$ cat src/rtl/data_mem_arbiter.sv
`default_nettype none
// ============================================================================
//  Module      : data_mem_arbiter
//  Description : Two-port arbiter/sequencer in front of the single-port MIPS
//                data memory. Checks the address window and word alignment,
//                then runs a fixed IDLE -> ACCESS -> RESP transaction.
//                Optional macro DMA_ARB_ROUND_ROBIN_EN selects round-robin
//                arbitration; without it port 0 has fixed priority.
//  Revision    : 1.0 - initial release
// ============================================================================
module data_mem_arbiter #(
    parameter int                    DATA_WIDTH   = 32,
    parameter int                    MEMORY_DEPTH = 1024,
    parameter logic [DATA_WIDTH-1:0] BASE_ADDR    = 32'h1001_0000
) (
    input  logic                  clk,
    input  logic                  reset,
    input  logic                  p0_req,
    input  logic                  p0_we,
    input  logic [DATA_WIDTH-1:0] p0_addr,
    input  logic [DATA_WIDTH-1:0] p0_wdata,
    output logic                  p0_ack,
    output logic                  p0_err,
    output logic [DATA_WIDTH-1:0] p0_rdata,
    input  logic                  p1_req,
    input  logic                  p1_we,
    input  logic [DATA_WIDTH-1:0] p1_addr,
    input  logic [DATA_WIDTH-1:0] p1_wdata,
    output logic                  p1_ack,
    output logic                  p1_err,
    output logic [DATA_WIDTH-1:0] p1_rdata,
    output logic [DATA_WIDTH-1:0] mem_addr,
    output logic [DATA_WIDTH-1:0] mem_wdata,
    output logic                  mem_write,
    output logic                  mem_read,
    input  logic [DATA_WIDTH-1:0] mem_rdata,
    output logic                  busy
);

    localparam logic [1:0] c_IDLE   = 2'd0;
    localparam logic [1:0] c_ACCESS = 2'd1;
    localparam logic [1:0] c_RESP   = 2'd2;

    localparam logic [DATA_WIDTH-1:0] c_DEPTH = DATA_WIDTH'(MEMORY_DEPTH);

    logic [1:0]            r_state;
    logic                  r_sel;
    logic                  r_we;
    logic [DATA_WIDTH-1:0] r_addr;
    logic [DATA_WIDTH-1:0] r_wdata;
    logic                  r_err;
    logic [DATA_WIDTH-1:0] r_rdata;

    logic                  w_anyReq;
    logic                  w_grant1;
    logic                  w_reqWe;
    logic [DATA_WIDTH-1:0] w_reqAddr;
    logic [DATA_WIDTH-1:0] w_reqWdata;
    logic [DATA_WIDTH-1:0] w_offset;
    logic                  w_reqErr;
    logic                  w_access;
    logic                  w_resp;

    assign w_anyReq = p0_req | p1_req;

`ifdef DMA_ARB_ROUND_ROBIN_EN
    logic r_lastGrant;
    // On a tie, the port that did not win last time gets the grant.
    assign w_grant1 = p1_req & (~p0_req | ~r_lastGrant);
`else
    assign w_grant1 = p1_req & ~p0_req;
`endif

    assign w_reqWe    = w_grant1 ? p1_we    : p0_we;
    assign w_reqAddr  = w_grant1 ? p1_addr  : p0_addr;
    assign w_reqWdata = w_grant1 ? p1_wdata : p0_wdata;

    // Unsigned subtraction: addresses below the base wrap to huge offsets.
    assign w_offset = w_reqAddr - BASE_ADDR;
    assign w_reqErr = ((w_offset >> 2) >= c_DEPTH) | (w_reqAddr[1:0] != 2'b00);

    always_ff @(posedge clk) begin
        if (reset) begin
            r_state <= c_IDLE;
            r_sel   <= 1'b0;
            r_we    <= 1'b0;
            r_addr  <= '0;
            r_wdata <= '0;
            r_err   <= 1'b0;
            r_rdata <= '0;
`ifdef DMA_ARB_ROUND_ROBIN_EN
            r_lastGrant <= 1'b1;
`endif
        end else begin
            case (r_state)
                c_IDLE: begin
                    if (w_anyReq) begin
                        r_sel   <= w_grant1;
                        r_we    <= w_reqWe;
                        r_addr  <= w_reqAddr;
                        r_wdata <= w_reqWdata;
                        r_err   <= w_reqErr;
                        r_state <= c_ACCESS;
`ifdef DMA_ARB_ROUND_ROBIN_EN
                        r_lastGrant <= w_grant1;
`endif
                    end
                end
                c_ACCESS: begin
                    r_rdata <= (r_we | r_err) ? '0 : mem_rdata;
                    r_state <= c_RESP;
                end
                c_RESP: begin
                    r_state <= c_IDLE;
                end
                default: begin
                    r_state <= c_IDLE;
                end
            endcase
        end
    end

    assign w_access = (r_state == c_ACCESS);
    assign w_resp   = (r_state == c_RESP);

    assign mem_addr  = r_addr;
    assign mem_wdata = r_wdata;
    assign mem_write = w_access &  r_we & ~r_err;
    assign mem_read  = w_access & ~r_we & ~r_err;
    assign busy      = (r_state != c_IDLE);

    assign p0_ack   = w_resp & ~r_sel;
    assign p0_err   = w_resp & ~r_sel & r_err;
    assign p0_rdata = (w_resp & ~r_sel) ? r_rdata : '0;
    assign p1_ack   = w_resp &  r_sel;
    assign p1_err   = w_resp &  r_sel & r_err;
    assign p1_rdata = (w_resp &  r_sel) ? r_rdata : '0;

endmodule
`default_nettype wire

$ cat config.mk
export PLATFORM = sky130hd
export DESIGN_NAME = data_mem_arbiter
export DESIGN_NICKNAME = d
export VERILOG_FILES = /design/src/rtl/data_mem_arbiter.sv
export SDC_FILE = /design/constraint.sdc
export NUM_CORES = 1
export LEC_CHECK = 0
export ABC_CLOCK_PERIOD_IN_PS = 2300
export BUFFER_PORTS_ARGS = -buffer_cell sky130_fd_sc_hd__buf_2
export CAP_MARGIN = 20
export CORE_AREA = 4 4 114 116
export DETAILED_ROUTE_END_ITERATION = 7
export DIE_AREA = 0 0 118 120
export GPL_ROUTABILITY_DRIVEN = 0
export PLACE_DENSITY = 0.75
export SETUP_SLACK_MARGIN = 0.2
export SLEW_MARGIN = 30
export SYNTH_ARGS = -nofsm -noshare
export SYNTH_HDL_FRONTEND = slang
export SYNTH_SLANG_ARGS = --single-unit
$ cat constraint.sdc
create_clock -name clk -period 2.3 [get_ports clk]
set_clock_uncertainty 0.05 [all_clocks]
set_input_delay 0.345 -clock clk [delete_from_list [all_inputs] [get_ports clk]]
set_output_delay 0.345 -clock clk [all_outputs]
set_load 0.005 [all_outputs]
==> metrics.md <==
| Metric | Value |
|---|---|
| Fin crit share | `81.8%` |
| HP Class | `input pin to flip-flop` |
| Max-slew headroom | `58.5%` |
| Max FO, Critical Path | `34` |
| Final Hold Violating Endpoints | `0` |
| Iter 0 DRT Violations | `385` |
| First-pass GRT wire length | `25400 µm` |
| Max-cap violations | `0` |
| Nets | `1047` |
| Total global routing overflow | `0` |
| CTS Sinks | `101` |
| Antenna violations before repair | `2` |
| Sequential share of the synthesized area | `42.8%` |
| Clock Pin Slew Worst Setup and Hold Paths | `0.07 ns` |
| Post-Syn Area | `4730 µm²` |
| Post-route cell area | `6670 µm²` |
| Total track usage | `22.2%` |
| Std-Cell Rows | `40` |
| Synth-to-Final Area Change | `41.1%` |
| EDFF count, synth | `0` |
| Post-CTS setup buffer count | `0` |
| Synth cell types | `35` |
| Gate Count Post-Synth | `607` |
| Final ANT Viol Nets | `0` |
| WS Path Type | `flip-flop to output port` |
| H-tree levels | `3` |
| Core ar. | `11900 µm²` |
| Cts repair resizes | `0` |
| Die W | `118 µm` |
| Combinational fraction of design power | `19.6%` |
| Hold buffer count at cts | `0` |
| Drt via density | `5.12` |
| Synth Warn # | `0` |
| Root buf cell | `clkbuf_16` |
| Worst vdd ir | `0.411 mV` |
| Power per cell area | `657 nW/µm²` |
| Top_reg_cell synth | `dfxtp_1` |
| IO Pins | `301` |
| Fmax | `0.532 GHz` |
| Post-synth net total | `773` |
| Sw Share | `28.3%` |
| Switch Pwr | `1240 µW` |
| Post-Syn Area per Cell | `7.79 µm²` |
| Port Buffers | `300` |
| Layout cells sized above 1 | `38.7%` |
| Area after DPL | `6370 µm²` |
| Internal power | `3140 µW` |
| Die height | `120 µm` |
| Vias | `5301` |
| Total CTS buffers | `9` |
| Arrival time at the worst endpoint | `1.49 ns` |
| WL final | `16300 µm` |
| Leakage power | `0.00333 µW` |
| Final setup violation count | `0` |
| Largest net degree at the start of global routing | `65` |
| Part of the power in the clock network | `34.8%` |
| Routed wire per std cell | `15.8 µm` |
| Critical Path Sink Type | `output port` |
| Final setup TNS | `0 ns` |
| Critical path required time | `1.90 ns` |
| Final core utilization | `56.0%` |
| Starting density of the core | `39.7%` |
| Final HPWL DP | `12400 µm` |
| Outcome | `finished clean` |
| Die area | `14200 µm²` |
| Tmin final | `1.88 ns` |
| Vias in the first global route | `4999` |
| Clk Latency, worst-skew pair | `0.34 ns` |
| RSZ-0062 raised after global routing | `false` |
| Max Buffers Root-to-Sink | `2` |
| Worst-Margin Slew | `0.622 ns` |
| Max-slew violations | `0` |
| Sequential share of power | `45.7%` |
| CTS tree | `built` |
| 1st-pass router iterations | `6` |
| Synthesized flop and latch total | `101` |
| Async SR Flop Fraction | `0%` |
| Worst Setup Start Kind | `flip-flop` |
| DRC Markers | `0` |
## layout by cell type (no fill, tap or decap), types with 3 or more instances in the layout
cell and instances:
buf_2 299, nand2_1 129, nor2_1 106, dfxtp_1 101
and2_1 66, a311oi_1 62, a22oi_1 33, buf_4 17
clkbuf_16 9, nor3_1 6, mux2i_1 5, a211oi_1 5
clkinvlp_4 5, or3_1 4, nand3_1 3, xor2_1 3
## final cells by class
type / count / area (µm²)
Antenna cell: 2 / 5.00
Clock buffer: 9 / 225
Clock inverter: 7 / 76.3
Fill cell: 1169 / 5240
Inverter: 1 / 3.75
Multi-Input combinational cell: 451 / 2510
Sequential cell: 101 / 2020
Tap cell: 147 / 184
Timing Repair Buffer: 317 / 1640
## state kept, by name (all words and copies together) (netlist names)
signal / count
r_err: 1
r_state: 2
mem_addr: 32
mem_wdata: 32
r_we: 1
r_rdata: 32
r_sel: 1
## final timing paths
path	endpoint	cells past startpoint	startpoint	slack (ns)
worst max-delay path	p1_rdata[2]	4	r_state[0]$_SDFFE_PP0P_	0.42
worst min register to register	mem_wdata[7]$_SDFFE_PP0P_	2	mem_wdata[7]$_SDFFE_PP0P_	0.44
worst max register to register	mem_wdata[30]$_SDFFE_PP0P_	5	r_state[0]$_SDFFE_PP0P_	0.44
worst min-delay path	r_rdata[7]$_SDFFE_PP0N_	3	mem_rdata[7]	0.18
## critical path: stages, from the launching register on
cell and delay, ns:
dfxtp_1 0.34, and3b_1 0.21, buf_4 0.28, and2_1 0.20, buf_2 0.12
## power by group through the flow
| stage | Clock [µW] | Combinational [µW] | Sequential (µW) |
|---|---|---|---|
| global route | 1640 | 967 | 2020 |
| detailed placement | 0 | 863 | 2040 |
| floorplan | 0 | 439 | 2040 |
| global placement | 0 | 863 | 2040 |
| CTS | 1580 | 866 | 2010 |
| finish | 1530 | 858 | 2000 |
## cells in the mapped netlist, drive strengths merged (3+ instances only)
cell type	instances	share of area [%]
a211oi	6	1.1
a22oi	33	5.2
a311oi	62	11
and2	66	8.7
buf	11	1.0
clkbuf	43	3.4
dfxtp	101	43
mux2i	5	1.1
nand2	129	10
nand3	3	0.32
nor2	106	8.4
nor3	7	0.74
or3	6	0.85
xor2	3	0.56
## routing by layer
layer / routed length (µm) / global-route usage (%) / up-vias
met4: 403 / 10.2 / 0
met1: 6400 / 25.7 / 2389
met3: 1510 / 7.35 / 23
li1: - / - / 2656
met5: 0 / 0 / -
met2: 8000 / 37.3 / 233
## stage by stage
stage          setup slack (ns)  hold slack [ns]  power [µW]  std cells
2_1_floorplan             0.418            0.392        2480        607
3_3_place_gp              0.146            0.434        2900       1017
3_5_place_dp              0.126            0.437        2910       1017
4_1_cts                   0.379            0.165        4450       1033
5_1_grt                   0.239            0.181        4630       1035
6_report                  0.420            0.185        4390       1035
## cells by family (layout without fill, tap and decap cells)
logic type | Yosys count | in the layout | share of synthesized area, %
buffers and inverters | 55 | 334 | 4.52
XOR/XNOR | 5 | 5 | 0.926
AO/OA/AOI/OAI | 110 | 110 | 19.1
AND/OR/NAND/NOR | 330 | 330 | 31.4
other | 0 | 2 | 0
multiplexers | 6 | 6 | 1.30
flip-flops | 101 | 101 | 42.8
Power figures use the tool's default switching activity.
